==> config.mk <==
export PLATFORM = sky130hd
export DESIGN_NAME = bf16_mac_accum_flat
export DESIGN_NICKNAME = d
export VERILOG_FILES = /design/src/rtl/bf16_mac_accum_pkg.sv /design/src/rtl/bf16_mac_accum_if.sv /design/src/rtl/bf16_lzc_norm.sv /design/src/rtl/bf16_mac_accum.sv /design/src/flat_wrapper.sv
export SDC_FILE = /design/constraint.sdc
export NUM_CORES = 1
export LEC_CHECK = 0
export BUFFER_PORTS_ARGS = -buffer_cell sky130_fd_sc_hd__buf_2
export CELL_PAD_IN_SITES_DETAIL_PLACEMENT = 1
export CELL_PAD_IN_SITES_GLOBAL_PLACEMENT = 2
export CORE_MARGIN = 2
export CORE_UTILIZATION = 40
export CTS_BUF_LIST = sky130_fd_sc_hd__clkbuf_4 sky130_fd_sc_hd__clkbuf_8
export DETAILED_ROUTE_END_ITERATION = 7
export HOLD_SLACK_MARGIN = 0.05
export PLACE_DENSITY_LB_ADDON = 0.1
export SYNTH_ARGS = -nofsm -noshare
export SYNTH_HDL_FRONTEND = slang
export SYNTH_HIERARCHICAL = 1
export SYNTH_SLANG_ARGS = --single-unit
==> constraint.sdc <==
create_clock -name clk -period 7.3 [get_ports clk]
set_input_delay 1.095 -clock clk [delete_from_list [all_inputs] [get_ports clk]]
set_output_delay 1.095 -clock clk [all_outputs]
set_load 0.05 [all_outputs]
==> src/rtl/bf16_mac_accum_pkg.sv <==
// -----------------------------------------------------------------------------
// bf16_pkg
// Shared definitions for the bfloat16 MAC accumulator:
//   - bf16 field widths, exponent bias and derived datapath widths
//   - error code constants (ERR_NONE / ERR_OVF / ERR_UNF)
//   - accumulator FSM state enum
//   - bf16 field struct, zero-detect and sticky-error encode helpers
// -----------------------------------------------------------------------------
package bf16_pkg;

    localparam int DATA_WIDTH  = 16;
    localparam int EXP_WIDTH   = 8;
    localparam int FRAC_WIDTH  = 7;
    localparam int ERROR_WIDTH = 2;
    localparam int CNT_WIDTH   = 8;
    localparam int EXP_BIAS    = 127;

    // Significand with the hidden one, and the adder result with its carry bit.
    localparam int SIG_WIDTH = FRAC_WIDTH + 1;
    localparam int SUM_WIDTH = SIG_WIDTH + 1;
    // Enough bits to count up to SUM_WIDTH leading zeros.
    localparam int LZC_WIDTH = $clog2(SUM_WIDTH + 1);
    // Normalised exponent carries a sign and one overflow bit.
    localparam int EXP_EXT   = EXP_WIDTH + 2;

    localparam logic [ERROR_WIDTH-1:0] ERR_NONE = 2'b00;
    localparam logic [ERROR_WIDTH-1:0] ERR_OVF  = 2'b01;
    localparam logic [ERROR_WIDTH-1:0] ERR_UNF  = 2'b10;

    typedef enum logic [1:0] {
        ST_IDLE,
        ST_ALIGN,
        ST_NORM,
        ST_DONE
    } state_e;

    typedef struct packed {
        logic                  sign;
        logic [EXP_WIDTH-1:0]  exp;
        logic [FRAC_WIDTH-1:0] frac;
    } bf16_t;

    // Exact zero regardless of sign; exponent-0 values with a non-zero
    // fraction are not zero (there are no subnormals here).
    function automatic logic is_zero(input bf16_t v);
        return (v.exp == '0) && (v.frac == '0);
    endfunction

    // Underflow wins over overflow when both have been seen.
    function automatic logic [ERROR_WIDTH-1:0] encode_err(input logic [ERROR_WIDTH-1:0] sticky);
        if (sticky[1]) begin
            return ERR_UNF;
        end else if (sticky[0]) begin
            return ERR_OVF;
        end
        return ERR_NONE;
    endfunction

endpackage

==> src/rtl/bf16_mac_accum_if.sv <==
// -----------------------------------------------------------------------------
// bf16_mac_accum_if
// Term input and result output channels of the bf16 MAC accumulator.
//   in_valid/in_ready  : term handshake; in_data, in_error, in_last ride with it
//   out_valid/out_ready: result handshake; out_data, out_error, out_count ride with it
// Modports:
//   master : upstream producer / downstream consumer side (drives terms, out_ready)
//   slave  : the accumulator itself
// -----------------------------------------------------------------------------
interface bf16_mac_accum_if;
    import bf16_pkg::*;

    logic                   in_valid;
    logic                   in_ready;
    logic [DATA_WIDTH-1:0]  in_data;
    logic [ERROR_WIDTH-1:0] in_error;
    logic                   in_last;

    logic                   out_valid;
    logic                   out_ready;
    logic [DATA_WIDTH-1:0]  out_data;
    logic [ERROR_WIDTH-1:0] out_error;
    logic [CNT_WIDTH-1:0]   out_count;

    modport master (
        output in_valid, in_data, in_error, in_last, out_ready,
        input  in_ready, out_valid, out_data, out_error, out_count
    );

    modport slave (
        input  in_valid, in_data, in_error, in_last, out_ready,
        output in_ready, out_valid, out_data, out_error, out_count
    );

endinterface

==> src/rtl/bf16_lzc_norm.sv <==
// -----------------------------------------------------------------------------
// bf16_lzc_norm
// Combinational leading-zero count and left shift of the 9-bit adder result.
// Ports:
//   sig_i  : 9-bit unsigned significand sum (bit 8 is the carry position)
//   lzc_o  : number of leading zeros in sig_i (SUM_WIDTH when sig_i is zero)
//   frac_o : stored fraction after shifting the leading one up to bit 8
//            (bits [7:1] of the shifted value; bit 0 is truncated away)
//   zero_o : sig_i is all zeros
// -----------------------------------------------------------------------------
module bf16_lzc_norm
    import bf16_pkg::*;
(
    input  logic [SUM_WIDTH-1:0]  sig_i,
    output logic [LZC_WIDTH-1:0]  lzc_o,
    output logic [FRAC_WIDTH-1:0] frac_o,
    output logic                  zero_o
);

    // NOTE: every variable written in an always_comb gets a default on entry,
    // so no path through the block can leave it unassigned and infer a latch.
    always_comb begin
        lzc_o = LZC_WIDTH'(SUM_WIDTH);
        // Scanning upward lets the most significant set bit win.
        for (int i = 0; i < SUM_WIDTH; i++) begin
            if (sig_i[i]) begin
                lzc_o = LZC_WIDTH'(SUM_WIDTH - 1 - i);
            end
        end
    end

    assign frac_o = FRAC_WIDTH'((sig_i << lzc_o) >> 1);
    assign zero_o = (sig_i == '0);

endmodule

==> src/rtl/bf16_mac_accum.sv <==
// -----------------------------------------------------------------------------
// bf16_mac_accum
// Accumulates a stream of bf16 products into a bf16 running sum using
// truncating arithmetic with no subnormals, and reports the sum, a sticky
// error code and a saturating term count after the term flagged last.
//
// Ports:
//   clk    : rising-edge clock
//   rst_n  : asynchronous active-low reset; aborts any partial sum
//   mac_if : bf16_mac_accum_if.slave (term input and result output channels)
//
// Each term takes three cycles: IDLE (accept), ALIGN (align and add),
// NORM (normalise, write accumulator). After the last term the FSM sits in
// DONE; the result registers load on the first DONE cycle and out_valid is
// raised from them, so out_valid follows the last handshake by three edges.
//
// Build option: BF16_MAC_UNDERFLOW_FLUSH_EN -- when defined, a term accepted
// with in_error == ERR_UNF is replaced by +0 (the underflow still sticks).
// -----------------------------------------------------------------------------
module bf16_mac_accum
    import bf16_pkg::*;
(
    input  logic               clk,
    input  logic               rst_n,
    bf16_mac_accum_if.slave    mac_if
);

    localparam logic signed [EXP_EXT-1:0] EXP_OVF_LIM = EXP_EXT'((2 ** EXP_WIDTH) - 1);
    localparam logic signed [EXP_EXT-1:0] EXP_UNF_LIM = '0;

    // ---------------------------------------------------------------------
    // State
    // ---------------------------------------------------------------------
    state_e                 state_q,     state_d;
    bf16_t                  acc_q,       acc_d;
    bf16_t                  opnd_q,      opnd_d;
    logic                   last_q,      last_d;
    logic [ERROR_WIDTH-1:0] sticky_q,    sticky_d;
    logic [CNT_WIDTH-1:0]   cnt_q,       cnt_d;

    // ALIGN -> NORM pipeline registers.
    logic [SUM_WIDTH-1:0]   sum_q,       sum_d;
    logic [EXP_WIDTH-1:0]   exp_q,       exp_d;
    logic                   sign_q,      sign_d;
    logic                   byp_q,       byp_d;

    // Result registers.
    logic                   out_valid_q, out_valid_d;
    logic [DATA_WIDTH-1:0]  out_data_q,  out_data_d;
    logic [ERROR_WIDTH-1:0] out_error_q, out_error_d;
    logic [CNT_WIDTH-1:0]   out_count_q, out_count_d;

    logic                   in_ready_c;

    // ---------------------------------------------------------------------
    // Alignment / add datapath (consumed in ALIGN)
    // ---------------------------------------------------------------------
    bf16_t                  op_a;
    bf16_t                  op_b;
    logic [EXP_WIDTH-1:0]   exp_diff;
    logic [SIG_WIDTH-1:0]   sig_a;
    logic [SIG_WIDTH-1:0]   sig_b_al;
    logic [SUM_WIDTH-1:0]   add_mag;
    logic                   add_sign;

    always_comb begin
        // op_a has the larger (or equal) exponent; ties keep the accumulator as A.
        if (opnd_q.exp > acc_q.exp) begin
            op_a = opnd_q;
            op_b = acc_q;
        end else begin
            op_a = acc_q;
            op_b = opnd_q;
        end

        exp_diff = op_a.exp - op_b.exp;
        sig_a    = {1'b1, op_a.frac};
        sig_b_al = (exp_diff >= EXP_WIDTH'(SUM_WIDTH)) ? '0
                                                        : ({1'b1, op_b.frac} >> exp_diff);

        if (op_a.sign == op_b.sign) begin
            add_mag  = {1'b0, sig_a} + {1'b0, sig_b_al};
            add_sign = op_a.sign;
        end else if (sig_a >= sig_b_al) begin
            add_mag  = {1'b0, sig_a} - {1'b0, sig_b_al};
            add_sign = op_a.sign;
        end else begin
            // Only reachable with equal exponents and a larger B fraction.
            add_mag  = {1'b0, sig_b_al} - {1'b0, sig_a};
            add_sign = op_b.sign;
        end
    end

    // ---------------------------------------------------------------------
    // Normalisation datapath (consumed in NORM)
    // ---------------------------------------------------------------------
    logic [LZC_WIDTH-1:0]      norm_lzc;
    logic [FRAC_WIDTH-1:0]     norm_frac;
    logic                      norm_zero;
    logic signed [EXP_EXT-1:0] norm_exp;

    bf16_lzc_norm u_lzc_norm (
        .sig_i  (sum_q),
        .lzc_o  (norm_lzc),
        .frac_o (norm_frac),
        .zero_o (norm_zero)
    );

    // The shifter puts the leading one at bit 8. With a carry (lzc = 0) that
    // is a right shift by one (exp + 1); otherwise a left shift by lzc - 1.
    // Both cases reduce to exp + 1 - lzc.
    assign norm_exp = $signed({2'b00, exp_q} + EXP_EXT'(1)
                              - {{(EXP_EXT - LZC_WIDTH){1'b0}}, norm_lzc});

    // ---------------------------------------------------------------------
    // FSM next state and register updates
    // ---------------------------------------------------------------------
    always_comb begin
        state_d     = state_q;
        acc_d       = acc_q;
        opnd_d      = opnd_q;
        last_d      = last_q;
        sticky_d    = sticky_q;
        cnt_d       = cnt_q;
        sum_d       = sum_q;
        exp_d       = exp_q;
        sign_d      = sign_q;
        byp_d       = byp_q;
        out_valid_d = out_valid_q;
        out_data_d  = out_data_q;
        out_error_d = out_error_q;
        out_count_d = out_count_q;
        in_ready_c  = 1'b0;

        unique case (state_q)
            ST_IDLE: begin
                in_ready_c = 1'b1;
                if (mac_if.in_valid) begin
`ifdef BF16_MAC_UNDERFLOW_FLUSH_EN
                    opnd_d = (mac_if.in_error == ERR_UNF) ? bf16_t'('0)
                                                          : bf16_t'(mac_if.in_data);
`else
                    opnd_d = bf16_t'(mac_if.in_data);
`endif
                    last_d   = mac_if.in_last;
                    sticky_d = sticky_q | mac_if.in_error;
                    state_d  = ST_ALIGN;
                end
            end

            ST_ALIGN: begin
                // A zero on either side passes the other operand through
                // untouched, so NORM must not renormalise it.
                if (is_zero(opnd_q)) begin
                    byp_d  = 1'b1;
                    sign_d = acc_q.sign;
                    exp_d  = acc_q.exp;
                    sum_d  = {2'b00, acc_q.frac};
                end else if (is_zero(acc_q)) begin
                    byp_d  = 1'b1;
                    sign_d = opnd_q.sign;
                    exp_d  = opnd_q.exp;
                    sum_d  = {2'b00, opnd_q.frac};
                end else begin
                    byp_d  = 1'b0;
                    sign_d = add_sign;
                    exp_d  = op_a.exp;
                    sum_d  = add_mag;
                end
                state_d = ST_NORM;
            end

            ST_NORM: begin
                if (byp_q) begin
                    acc_d = {sign_q, exp_q, sum_q[FRAC_WIDTH-1:0]};
                end else if (norm_zero) begin
                    acc_d = '0;
                end else if (norm_exp >= EXP_OVF_LIM) begin
                    acc_d    = {sign_q, {EXP_WIDTH{1'b1}}, {FRAC_WIDTH{1'b0}}};
                    sticky_d = sticky_q | ERR_OVF;
                end else if (norm_exp <= EXP_UNF_LIM) begin
                    acc_d    = '0;
                    sticky_d = sticky_q | ERR_UNF;
                end else begin
                    acc_d = {sign_q, norm_exp[EXP_WIDTH-1:0], norm_frac};
                end
                cnt_d   = (cnt_q == '1) ? cnt_q : cnt_q + CNT_WIDTH'(1);
                state_d = last_q ? ST_DONE : ST_IDLE;
            end

            ST_DONE: begin
                if (!out_valid_q) begin
                    // First DONE cycle: capture the result; it stays frozen
                    // until the consumer takes it.
                    out_valid_d = 1'b1;
                    out_data_d  = acc_q;
                    out_error_d = encode_err(sticky_q);
                    out_count_d = cnt_q;
                end else if (mac_if.out_ready) begin
                    out_valid_d = 1'b0;
                    out_data_d  = '0;
                    out_error_d = ERR_NONE;
                    out_count_d = '0;
                    acc_d       = '0;
                    sticky_d    = ERR_NONE;
                    cnt_d       = '0;
                    state_d     = ST_IDLE;
                end
            end

            default: begin
                state_d = ST_IDLE;
            end
        endcase
    end

    // NOTE: sequential state uses non-blocking assignments so every register
    // samples the values from before the edge, independent of statement order.
    always_ff @(posedge clk or negedge rst_n) begin
        if (!rst_n) begin
            state_q     <= ST_IDLE;
            acc_q       <= '0;
            opnd_q      <= '0;
            last_q      <= 1'b0;
            sticky_q    <= ERR_NONE;
            cnt_q       <= '0;
            sum_q       <= '0;
            exp_q       <= '0;
            sign_q      <= 1'b0;
            byp_q       <= 1'b0;
            out_valid_q <= 1'b0;
            out_data_q  <= '0;
            out_error_q <= ERR_NONE;
            out_count_q <= '0;
        end else begin
            state_q     <= state_d;
            acc_q       <= acc_d;
            opnd_q      <= opnd_d;
            last_q      <= last_d;
            sticky_q    <= sticky_d;
            cnt_q       <= cnt_d;
            sum_q       <= sum_d;
            exp_q       <= exp_d;
            sign_q      <= sign_d;
            byp_q       <= byp_d;
            out_valid_q <= out_valid_d;
            out_data_q  <= out_data_d;
            out_error_q <= out_error_d;
            out_count_q <= out_count_d;
        end
    end

    // in_ready is held low while reset is asserted, even though the FSM
    // already sits in IDLE.
    assign mac_if.in_ready  = in_ready_c & rst_n;
    assign mac_if.out_valid = out_valid_q;
    assign mac_if.out_data  = out_data_q;
    assign mac_if.out_error = out_error_q;
    assign mac_if.out_count = out_count_q;

endmodule

==> src/flat_wrapper.sv <==
// flat-port wrapper written by rule: the top's interface ports become plain ports
module bf16_mac_accum_flat import bf16_pkg::*;
  (clk, rst_n, mac_if_in_valid, mac_if_in_data, mac_if_in_error, mac_if_in_last, mac_if_out_ready, mac_if_in_ready, mac_if_out_valid, mac_if_out_data, mac_if_out_error, mac_if_out_count);
  bf16_mac_accum_if mac_if_i ();
  input  logic clk;
  input  logic rst_n;
  input wire logic [$bits(mac_if_i.in_valid)-1:0] mac_if_in_valid;
  input wire logic [$bits(mac_if_i.in_data)-1:0] mac_if_in_data;
  input wire logic [$bits(mac_if_i.in_error)-1:0] mac_if_in_error;
  input wire logic [$bits(mac_if_i.in_last)-1:0] mac_if_in_last;
  input wire logic [$bits(mac_if_i.out_ready)-1:0] mac_if_out_ready;
  output wire logic [$bits(mac_if_i.in_ready)-1:0] mac_if_in_ready;
  output wire logic [$bits(mac_if_i.out_valid)-1:0] mac_if_out_valid;
  output wire logic [$bits(mac_if_i.out_data)-1:0] mac_if_out_data;
  output wire logic [$bits(mac_if_i.out_error)-1:0] mac_if_out_error;
  output wire logic [$bits(mac_if_i.out_count)-1:0] mac_if_out_count;
  assign mac_if_i.in_valid = mac_if_in_valid;
  assign mac_if_i.in_data = mac_if_in_data;
  assign mac_if_i.in_error = mac_if_in_error;
  assign mac_if_i.in_last = mac_if_in_last;
  assign mac_if_i.out_ready = mac_if_out_ready;
  assign mac_if_in_ready = mac_if_i.in_ready;
  assign mac_if_out_valid = mac_if_i.out_valid;
  assign mac_if_out_data = mac_if_i.out_data;
  assign mac_if_out_error = mac_if_i.out_error;
  assign mac_if_out_count = mac_if_i.out_count;
  bf16_mac_accum u_core (.clk(clk), .rst_n(rst_n), .mac_if(mac_if_i));
endmodule
== Yosys cells after proc, flatten, opt, wreduce, memory -nomap -nowiden ==
Index checks and enable logic that the tools add are counted.

* Bits in registers: 91
* Bits in latches: 0
* Memory bits (writable): 0
* Memory bits (read-only): 0
* Bits of input ports: 23
* Output and inout port bits: 28
* Logic and storage cells: 126
* Memories kept: 0

* $add $sub $neg: 7
* $mul: 0
* Divide/modulo/power cells: 0
* Order comparisons: 5
* Equal/unequal tests: 15
* Shift operators: 2
* Multiplexer cells: 59
* Bitwise logic cells: 2
* Reduce and logical (&&, ||, !) cells: 17

{| class="wikitable"
|+ Operator list
! operator !! count
|-
| $mux W16 || 9
|-
| $mux W8 || 7
|-
| $mux W9 || 4
|-
| $mux W4 || 8
|-
| $pmux W16 S2 || 1
|-
| $mux W2 || 13
|-
| $sub A8 B8 Y9 || 2
|-
| $logic_not A8 Y1 || 2
|-
| $pmux W8 S2 || 1
|-
| $logic_not A7 Y1 || 2
|-
| $mux W1 || 14
|-
| $ne A2 B2 Y1 const B || 7
|-
| $ge A10 B9 Y1 const B || 1
|-
| $le A10 B1 Y1 const B || 1
|-
| $sub A10 B4 Y10 || 1
|-
| $add A8 B1 Y9 const B || 1
|-
| $add A8 B8 Y9 || 1
|-
| $logic_not A9 Y1 || 1
|-
| $shl A9 B4 Y8 || 1
|-
| $add A8 B1 Y8 const B || 1
|-
| $eq A8 B8 Y1 const B || 1
|-
| $ge A8 B4 Y1 const B || 1
|-
| $ge A8 B8 Y1 || 1
|-
| $gt A8 B8 Y1 || 1
|-
| 19 further kinds || 25
|}

== Logic depth before layout (Yosys ltp) ==
Gate-level depths: netlist of the first run.

* Word-level depth: 16
* Mapped depth: 31
* Depth with buffers taken out: 29

== Cells and area by module ==
The synthesis of the first run kept the hierarchy.

{| class="wikitable"
|+ Modules (own cells, without submodules)
! module !! instances !! cells each !! area each (µm²) !! sequential area each (µm²)
|-
| bf16_mac_accum || 1 || 706 || 6483.7 || 2277.2
|-
| bf16_lzc_norm || 1 || 78 || 561.8 || 0.0
|}

== Least setup slack after synthesis of the first run ==
OpenSTA, ideal clock, no wires.

* Path type: register to register
* From: register u_core/acc_q[12] (netlist name)
* To: register u_core.sum_q[1]
* Library setup time: 0.126 ns
* Arrival: 5.462 ns
* Data required time: 7.174 ns
* Path slack: 1.712 ns
* Stages on the path, launching flop included: 31
* Path buffers: 4
* Clock period less this slack: 5.588 ns
* Path through: dfrtp_1 > inv_1 > ha_1 > buf_6 > and4_1 > and2_1 > a2111oi_0 > a21o_1 > nor2_1 > ha_1 > a211oi_2 > o221ai_1 > mux2i_1 > o221a_4 > and2_1 > buf_2 > and2b_1 > nand2b_1 > ha_1 > clkbuf_1 > a21oi_1 > o21bai_1 > a21o_1 > nor2_1 > nand2_1 > nor3b_2 > and2_4 > buf_6 > mux2_1 > o21ai_1 > o21ai_1

* Longest elaborated chain between the ends: 10
* Elaborated cells on any way between the ends: 18
* Those cells by class: add/sub (4); order compare (3); eq/ne (1); shift (1); mux (7); reduce/logical (2)

{| class="wikitable"
|+ Ends and longest elaborated chain
! element !! line !! text
|-
| start: declaration || bf16_mac_accum.sv:35 || <nowiki>bf16_t acc_q, acc_d;</nowiki>
|-
| start signal: assignment || bf16_mac_accum.sv:222 || <nowiki>acc_q <= '0;</nowiki>
|-
| start signal: assignment || bf16_mac_accum.sv:237 || <nowiki>acc_q <= acc_d;</nowiki>
|-
| $gt A8 B8 Y1 || bf16_mac_accum.sv:68 || <nowiki>if (opnd_q.exp > acc_q.exp) begin</nowiki>
|-
| $mux W16 || bf16_mac_accum.sv:68 ||
|-
| $sub A8 B8 Y8 || bf16_mac_accum.sv:76 || <nowiki>exp_diff = op_a.exp - op_b.exp;</nowiki>
|-
| $ge A8 B4 Y1 / $shr A8 B8 Y8 (equally long branches) || bf16_mac_accum.sv:78, bf16_mac_accum.sv:79 ||
|-
| $mux W8 || bf16_mac_accum.sv:78 || <nowiki>sig_b_al = (exp_diff >= EXP_WIDTH'(SUM_WIDTH)) ? '0</nowiki>
|-
| $sub A8 B8 Y9, or another cell as far along || bf16_mac_accum.sv:89 || <nowiki>add_mag = {1'b0, sig_b_al} - {1'b0, sig_a};</nowiki>
|-
| $mux W9 || bf16_mac_accum.sv:84 || <nowiki>end else if (sig_a >= sig_b_al) begin</nowiki>
|-
| $mux W9 || bf16_mac_accum.sv:81 || <nowiki>if (op_a.sign == op_b.sign) begin</nowiki>
|-
| $mux W9 * || bf16_mac_accum.sv:159 || <nowiki>end else if (is_zero(acc_q)) begin</nowiki>
|-
| $mux W9 * || bf16_mac_accum.sv:154 || <nowiki>if (is_zero(opnd_q)) begin</nowiki>
|-
| end signal: assignment || bf16_mac_accum.sv:242 || <nowiki>sum_q <= sum_d;</nowiki>
|-
| end: declaration || bf16_mac_accum.sv:42 || <nowiki>logic [SUM_WIDTH-1:0] sum_q, sum_d;</nowiki>
|}

Every way passes the cells marked *; elsewhere a longest branch is shown, timed or not.
A chain may end at the register's enable or synchronous reset.

== Final worst setup path of the first run ==
* From: register u_core/acc_q[10] (netlist name)
* To: register u_core.sum_q[1]

The elaborated chain is that of the path after synthesis.

==> flow_summary.yaml, run 1 <==
clock_tree:
  cts_tree: "yes"
  hold_buffers: 0
  clk_latency_ps: 390
  cts_buffers: 9
  clk_path_buf_depth: 2
  path_clk_slew_ps: 100
  clock-sinks: 91
  cts-resized-gates: 0
  postCtsSetupBuffers: 0
  ctsRootBufferMaster: "clkbuf_8"
  htreeDepth: 3
sta:
  max_freq_mhz: 149
  grt_setup_unrepaired: "no"
  tightest_slew_ps: 1190
  fin_crit_ps: 6720
  setup_tns_ps: 0
  slew_headroom_pct: 20.7
  fin_crit_sh_pct: 92.1
  setup_viol: 0
  hold_viol: 0
  clock_skew_ps: 25.8
  maxSlewViolCount: 0
final_layout:
  nets: 881
  final_area_um2: 7590
  final_core_util_pct: 44.1
  synthToLayoutAreaGrowth_pct: 7.80
  layout.cells.non_filler: 1039
  antenna_cells: 0
  layout-drive-gt1-share_pct: 14.7
setup_path:
  critPathKind: "flip-flop to flip-flop"
  cp_max_fo: 18
  endpoint_kind: "flip-flop"
  r2r-start: "u_core/acc_q[10]$_DFFE_PN0P_"
  cp.required_ps: 7570
  startpoint: "u_core/acc_q[10]$_DFFE_PN0P_"
  worstPathArrival_ps: 6990
  start_kind: "flip-flop"
global_route:
  grt_pass1_vias: 6593
  grt_max_degree: 48
  grt_pass1_wl_um: 36500
  antenna_found_initial: 0
  grtUsageTotal_pct: 25.4
  grt_overflow: 0
die:
  die_h_um: 137
  num_rows: 48
  ios: 51
  core-area_um2: 17200
  start_util_pct: 40.9
  die_x_um: 137
  die-area_um2: 18700
status:
  status: "complete, no violations"
yosys:
  synth_area_um2: 7050
  syn_area_per_cell_um2: 8.99
  syn-num-nets: 855
  synth_top_area_share_pct: 32.3
  ys_ff_latch: 91
  synth_cell_type_count: 80
  synth_edf_count: 0
  yosys.area_share.xor_xnor_pct: 1.86
  ys_top_cells_by_area: "dfrtp_1 (32%), ha_1 (7.8%), a22o_1 (4.4%)"
  async_flop_share_pct: 100
  synth-simple-area-share_pct: 16.9
  yosys_warnings: 6
  synth_top_family_by_area: "compound AO/OA/AOI/OAI gates"
  synthMuxAreaShare_pct: 7.01
  synth_compound_area_share_pct: 27.0
  synth_cells: 784
  synth-seq-area-share_pct: 32.3
  synth_area_leader_cell: "dfrtp_1"
  synthAdderAreaFrac_pct: 8.95
  synth_flop_cell: "dfrtp_1"
flow_run:
  drv_cap: 0
placed_design:
  dpl_cell_area_um2: 7410
  hpwl_um: 17300
  io_buffers: 50
  gp_routability_congestion: 0.926
  place_inst: 1024
drt:
  vias: 6202
  ant_nets: 0
  drc: 0
  viasPerCell: 5.97
  drt-total-wl_um: 22600
  dr.pass1.iters: 5
  initialDrtViolationCount: 352
  post_drt_wl_per_cell_um: 21.8
hold_path:
  hold_path_class: "flip-flop to flip-flop"
  hp-start: "u_core/exp_q[7]$_DFFE_PN0N_"
## kinds of logic (layout without fill, tap and decap cells)
group	Yosys count	in the layout
XOR/XNOR	15	15
multiplexers	46	46
AND/OR/NAND/NOR	236	236
adder cells (fa/ha/maj)	48	48
AO/OA/AOI/OAI	252	252
flip-flops	91	91
buffers and inverters	96	126
## sequential cells by signal, indices dropped and copies added (netlist names)
register / count
u_core/mac_if.out_error: 2
u_core/state_q: 2
u_core/sum_q: 9
u_core/byp_q: 1
u_core/last_q: 1
u_core/mac_if.out_valid: 1
u_core/acc_q: 16
u_core/cnt_q: 8
u_core/exp_q: 8
u_core/sign_q: 1
u_core/sticky_q: 2
u_core/opnd_q: 16
u_core/mac_if.out_data: 16
u_core/mac_if.out_count: 8
## layout by cell type (no fill, tap or decap), drive strengths merged, types with 14 or more instances in the layout
cell type	instances
dfrtp	91
o21ai	46
buf	55
nor2	65
ha	44
mux2i	28
nand2	66
inv	58
nor3	18
mux2	17
a21o	20
nand3	14
o21bai	15
a22o	35
a21oi	42
nor2b	14
## synth_stat cells, types with 4 or more instances
| cell type | n |
|---|---|
| a211oi_1 | 7 |
| a211oi_2 | 6 |
| a21o_1 | 20 |
| a21oi_1 | 41 |
| a221o_1 | 7 |
| a221oi_1 | 5 |
| a22o_1 | 35 |
| a22oi_1 | 10 |
| a31oi_1 | 7 |
| and2_1 | 5 |
| and3_1 | 7 |
| and4_1 | 5 |
| buf_2 | 9 |
| buf_6 | 5 |
| clkbuf_1 | 23 |
| dfrtp_1 | 91 |
| fa_1 | 4 |
| ha_1 | 44 |
| inv_1 | 56 |
| mux2_2 | 15 |
| mux2i_1 | 28 |
| nand2_1 | 66 |
| nand2b_1 | 11 |
| nand3_1 | 13 |
| nand3b_1 | 4 |
| nor2_1 | 63 |
| nor2b_1 | 13 |
| nor3_1 | 17 |
| nor3b_1 | 4 |
| nor4_1 | 9 |
| o21a_1 | 11 |
| o21ai_0 | 41 |
| o21ai_1 | 4 |
| o21bai_1 | 14 |
| o22ai_1 | 4 |
| xnor2_1 | 11 |
| xor2_1 | 4 |
## per-layer routing
layer | wire (um) | track usage, % | part of all wire (%)
met1 | 10800 | 34.9 | 48
met2 | 10800 | 42.4 | 48
met3 | 615 | 3.22 | 2.7
met5 | 0 | 0 | 0
met4 | 394 | 6.08 | 1.7
## layout make-up
cell class	instances	area [um^2]
tap	225	282
sequential	91	2280
clock buffer	11	145
timing repair buffer	55	290
multi-input combinational	597	4360
inverter	56	210
clock inverter	4	35.0
fill	2014	9640
## worst max-delay path: stages, from the launching register on
cell,delay [ps]
dfrtp_1,490
inv_1,160
ha_1,450
nand2_1,130
o21bai_4,200
a21oi_4,230
o21a_1,710
mux2i_1,250
a221o_1,360
nor3_1,220
o221a_4,300
and2_1,290
and2b_1,260
nand2b_1,110
ha_1,440
a21oi_1,200
o21bai_1,70
a21o_1,180
nor2_1,150
nand2_1,90
nor3b_2,460
and2_4,310
mux2_1,330
o21ai_1,120
o21ai_1,80
## final timing paths
path / to / slack, ps / depth (start not counted)
setup / recovery: u_core/sum_q[1]$_DFFE_PN0N_ / 580 / 24
hold / removal: u_core/exp_q[7]$_DFFE_PN0N_ / 500 / 2
setup reg to reg: u_core/sum_q[1]$_DFFE_PN0N_ / 580 / 24
hold reg to reg: u_core/exp_q[7]$_DFFE_PN0N_ / 500 / 2
max in group asynchronous: u_core/acc_q[6]$_DFFE_PN0P_ / 5550 / 2
min in group asynchronous: u_core/last_q$_DFFE_PN0P_ / 700 / 1
## stage by stage
stage,setup WS [ps],hold slack (ps)
2_1_floorplan,1710,450
3_3_place_gp,819,465
3_5_place_dp,647,483
4_1_cts,599,511
5_1_grt,65.9,532
6_report,580,498
Power of run 1 is left out: the tool's default activity adds up to more than one toggle a clock period on the data nets, which glitch-free logic cannot reach.
==> run 2, diff against run 1 <==
- CORE_MARGIN: 2 -> 4
==> flow_summary.yaml, run 2 (synthesis results as in run 1) <==
status:
  status: "complete, no violations"
global_route:
  antenna_found_initial: 0
  grt_pass1_wl_um: 37500
  grtUsageTotal_pct: 23.7
  grt_overflow: 0
  grt_pass1_vias: 6668
  grt_max_degree: 53
final_layout:
  final_area_um2: 7640
  multi_input_area_um2: 4360
  synthToLayoutAreaGrowth_pct: 8.40
  nets: 883
  antenna_cells: 0
  layout.cells.non_filler: 1042
  seqCellArea_um2: 2280
  num-fill-cells: 2061
  mostFrequentLayoutCells: "dfrtp_1 (91), nand2_1 (66), nor2_1 (62)"
  mostFrequentLayoutCell: "dfrtp_1"
  layout-drive-gt1-share_pct: 15.1
drt:
  initialDrtViolationCount: 318
  post_drt_wl_per_cell_um: 22.1
  ant_nets: 0
  dr.pass1.iters: 4
  drt-total-wl_um: 23000
  drc: 0
  viasPerCell: 5.96
  vias: 6215
sta:
  grt_setup_unrepaired: "no"
  slew_headroom_pct: 19.0
  setup_viol: 0
  setup_tns_ps: 0
  maxSlewViolCount: 0
  tightest_slew_ps: 1210
  hold_viol: 0
  fin_crit_sh_pct: 90.6
  fin_crit_ps: 6610
  max_freq_mhz: 151
  clock_skew_ps: 11.8
die:
  die_h_um: 141
  die-area_um2: 19800
  num_rows: 48
  start_util_pct: 40.7
  die_x_um: 141
  core-area_um2: 17300
  ios: 51
placed_design:
  place_inst: 1026
  dpl_cell_area_um2: 7430
  gp_routability_congestion: 0.902
  hpwl_um: 17500
  io_buffers: 50
setup_path:
  start_kind: "flip-flop"
  cp.required_ps: 7580
  endpoint_kind: "flip-flop"
  critPathKind: "flip-flop to flip-flop"
  rr_worst_depth: 24
  worstPathArrival_ps: 6890
  r2r-start: "u_core/acc_q[12]$_DFFE_PN0P_"
  startpoint: "u_core/acc_q[12]$_DFFE_PN0P_"
  cp_max_fo: 18
hold_path:
  hold_path_class: "flip-flop to flip-flop"
  hp-start: "u_core/exp_q[7]$_DFFE_PN0N_"
  whs_path_depth: 2
clock_tree:
  path_clk_slew_ps: 100
  htreeDepth: 3
  clk_path_buf_depth: 2
  hold_buffers: 0
  postCtsSetupBuffers: 0
  ctsRootBufferMaster: "clkbuf_8"
  clock-sinks: 91
  cts_buffers: 9
  cts-resized-gates: 0
  clk_latency_ps: 390
  cts_tree: "yes"
flow_run:
  drv_cap: 0
==> run 2: per-layer routing <==
layer	part of all wire (%)	routed length, um	global-route usage, %
met4	2.5	579	6.88
met5	0	0	0
met3	2.9	660	3.15
met2	47	10900	39.0
met1	47	10900	32.9
==> run 2: final timing paths <==
check | slack (ps) | endpoint
hold reg to reg | 500 | u_core/exp_q[7]$_DFFE_PN0N_
setup reg to reg | 690 | u_core/sign_q$_DFFE_PN0N_
min in group asynchronous | 670 | u_core/mac_if.out_valid$_DFFE_PN0P_
setup / recovery | 690 | u_core/sign_q$_DFFE_PN0N_
hold / removal | 500 | u_core/exp_q[7]$_DFFE_PN0N_
max in group asynchronous | 5520 | u_core/opnd_q[7]$_DFFE_PN0P_
==> run 2: worst max-delay path: stages (launching register included) <==
cell and delay [ps]:
dfrtp_1 450, inv_1 120, ha_1 470, and2_1 220, nand3_2 110, a21oi_4 250
o21a_1 650, mux2i_1 240, a221o_1 360, nor3_1 240, o221a_4 310, and2_1 300
and2b_1 230, nand2b_1 120, ha_1 430, a21oi_1 200, o21bai_1 80, a21o_1 190
nor2_1 130, nand2_1 80, nor3b_2 430, and2_4 310, mux2i_1 250, mux2i_1 220
nand3_1 80
==> run 2: area by class of cell <==
cell class | instances | share of cell area [%]
Timing Repair Buffer | 57 | 4.00
Clock inverter | 4 | 0.721
Inverter | 56 | 2.75
Multi-Input combinational cell | 597 | 57.0
Tap cell | 225 | 3.69
Clock buffer | 12 | 2.00
Sequential cell | 91 | 29.8
==> run 2: stage by stage <==
step	util [%]	hold WS, ps	setup WS (ps)
after floorplan	-	450	1710
after global placement	43.0	474	997
after detailed placement	43.0	476	746
after CTS	44.2	499	700
after global routing	44.2	518	94.1
final	44.2	497	685
Power of run 2 is left out for the same reason.
==> run 3, diff against run 2 <==
- CORE_UTILIZATION: 40 -> 30
==> flow_summary.yaml, run 3 (synthesis results as in run 1) <==
drt:
  ant_nets: 0
  post_drt_wl_per_cell_um: 21.0
  viasPerCell: 5.46
  drc: 0
  initialDrtViolationCount: 325
  drt-total-wl_um: 23700
  dr.pass1.iters: 5
  vias: 6155
sta:
  setup_viol: 0
  slew_headroom_pct: 16.1
  fin_crit_sh_pct: 90.5
  max_freq_mhz: 151
  hold_viol: 0
  grt_setup_unrepaired: "no"
  layout_setup_ws_ps: 693
  fin_crit_ps: 6610
  tightest_slew_ps: 1260
  setup_tns_ps: 0
  clock_skew_ps: 17.4
  maxSlewViolCount: 0
setup_path:
  r2r_slack_ps: 690
  endpoint_kind: "flip-flop"
  r2r-end: "u_core/sign_q$_DFFE_PN0N_"
  worstPathArrival_ps: 6870
  cpPeakStageDelay_ps: 700
  critPathKind: "flip-flop to flip-flop"
  r2r-start: "u_core/acc_q[12]$_DFFE_PN0P_"
  crit_path_top_delay_cell: "o21ai_2"
  rr_worst_depth: 23
  setup.worst_path.end: "u_core/sign_q$_DFFE_PN0N_"
  cp_max_fo: 15
  startpoint: "u_core/acc_q[12]$_DFFE_PN0P_"
  path_cells: "inv_1, ha_1, a21oi_1, o21ai_1, o21ai_2, mux2i_1, a21oi_1, nor4_1, o221a_4, and2_1, and2b_1, nand2b_1, ha_1, a21oi_1, o21bai_1, a21o_1, nor2_1, nand2_1, nor3b_2, and2_4, mux2i_1, mux2i_1, nand3_1"
  cp.required_ps: 7560
  start_kind: "flip-flop"
global_route:
  grt_pass1_wl_um: 38200
  grtUsageTotal_pct: 18.5
  grt_overflow: 0
  grt_max_degree: 51
  antenna_found_initial: 0
  grt_pass1_vias: 6478
clock_tree:
  cts_buffers: 9
  htreeDepth: 3
  path_clk_slew_ps: 90
  cts-resized-gates: 0
  cts_tree: "yes"
  clk_path_buf_depth: 2
  hold_buffers: 0
  clk_latency_ps: 380
  clock-sinks: 91
  postCtsSetupBuffers: 0
  ctsRootBufferMaster: "clkbuf_8"
die:
  die_h_um: 161
  ios: 51
  num_rows: 55
  die-area_um2: 26000
  start_util_pct: 30.8
  die_x_um: 161
  core-area_um2: 22800
final_layout:
  antenna_cells: 0
  mostFrequentLayoutCell: "dfrtp_1"
  layout-drive-gt1-share_pct: 15.0
  mostFrequentLayoutCells: "dfrtp_1 (91), nand2_1 (66), nor2_1 (62)"
  seqCellArea_um2: 2280
  nets: 881
  synthToLayoutAreaGrowth_pct: 9.87
  multi_input_area_um2: 4360
  num-fill-cells: 2769
placed_design:
  io_buffers: 50
  post-place-ws_ps: 570
  hpwl_um: 18200
  gp_routability_congestion: 0.875
flow_run:
  drv_cap: 0
hold_path:
  hold_path_class: "flip-flop to flip-flop"
status:
  status: "complete, no violations"
## run 3: changes by cell type in the layout (fill, tap and decap cells not counted)
cell,delta
o21a_2,+1
clkbuf_8,+1
buf_4,-2
inv_8,+1
inv_6,-2
o21a_1,-1
clkbuf_4,-1
clkinvlp_4,+1
## run 3: layer usage
layer / track usage (%) / share of wire, % / wire, um
met1: 26.5 / 49 / 11600
met2: 30.1 / 47 / 11200
met3: 2.37 / 2.9 / 679
met4: 3.37 / 0.97 / 229
met5: 0 / 0 / 0
## run 3: worst max-delay path, delay by kind of cell (launching register included)
kind / cells / cell delay, ps
DFF: 1 / 480
muxes: 3 / 890
adders and majority gates: 2 / 850
buffers and inverters: 1 / 130
and+or+nand+nor: 9 / 2050
AOI/OAI and AO/OA: 8 / 2070
## run 3: cell type report
class / count / share of cell area (%)
multi-input cells: 597 / 56.3
flip-flops and latches: 91 / 29.4
well taps: 313 / 5.06
repair buffers: 55 / 3.75
inverters: 56 / 2.72
clock buffers: 12 / 2.05
clock inverters: 4 / 0.727
## run 3: worst min-delay path by stage
stage / startpoint / endpoint / slack, ps / depth (start not counted)
after floorplan: u_core/exp_q[7]$_DFFE_PN0N_ / u_core/exp_q[7]$_DFFE_PN0N_ / 450 / 2
after global placement: u_core/exp_q[7]$_DFFE_PN0N_ / u_core/exp_q[7]$_DFFE_PN0N_ / 470 / 2
after detailed placement: u_core/exp_q[7]$_DFFE_PN0N_ / u_core/exp_q[7]$_DFFE_PN0N_ / 480 / 2
after CTS: u_core/exp_q[7]$_DFFE_PN0N_ / u_core/exp_q[7]$_DFFE_PN0N_ / 500 / 2
after global routing: u_core/mac_if.out_count[4]$_DFFE_PN0P_ / u_core/mac_if.out_count[4]$_DFFE_PN0P_ / 520 / 1
final: u_core/exp_q[7]$_DFFE_PN0N_ / u_core/exp_q[7]$_DFFE_PN0N_ / 490 / 2
## run 3: metrics by stage
step / cells / cell area [um^2] / utilization, % / hold WS, ps
after floorplan: 784 / 7050 / - / 450
after global placement: 1112 / 7520 / 32.9 / 471
after detailed placement: 1112 / 7520 / 32.9 / 475
after CTS: 1128 / 7740 / 33.9 / 497
after global routing: 1128 / 7740 / 33.9 / 521
final: 1128 / 7740 / 33.9 / 492
Power of run 3 is left out for the same reason.
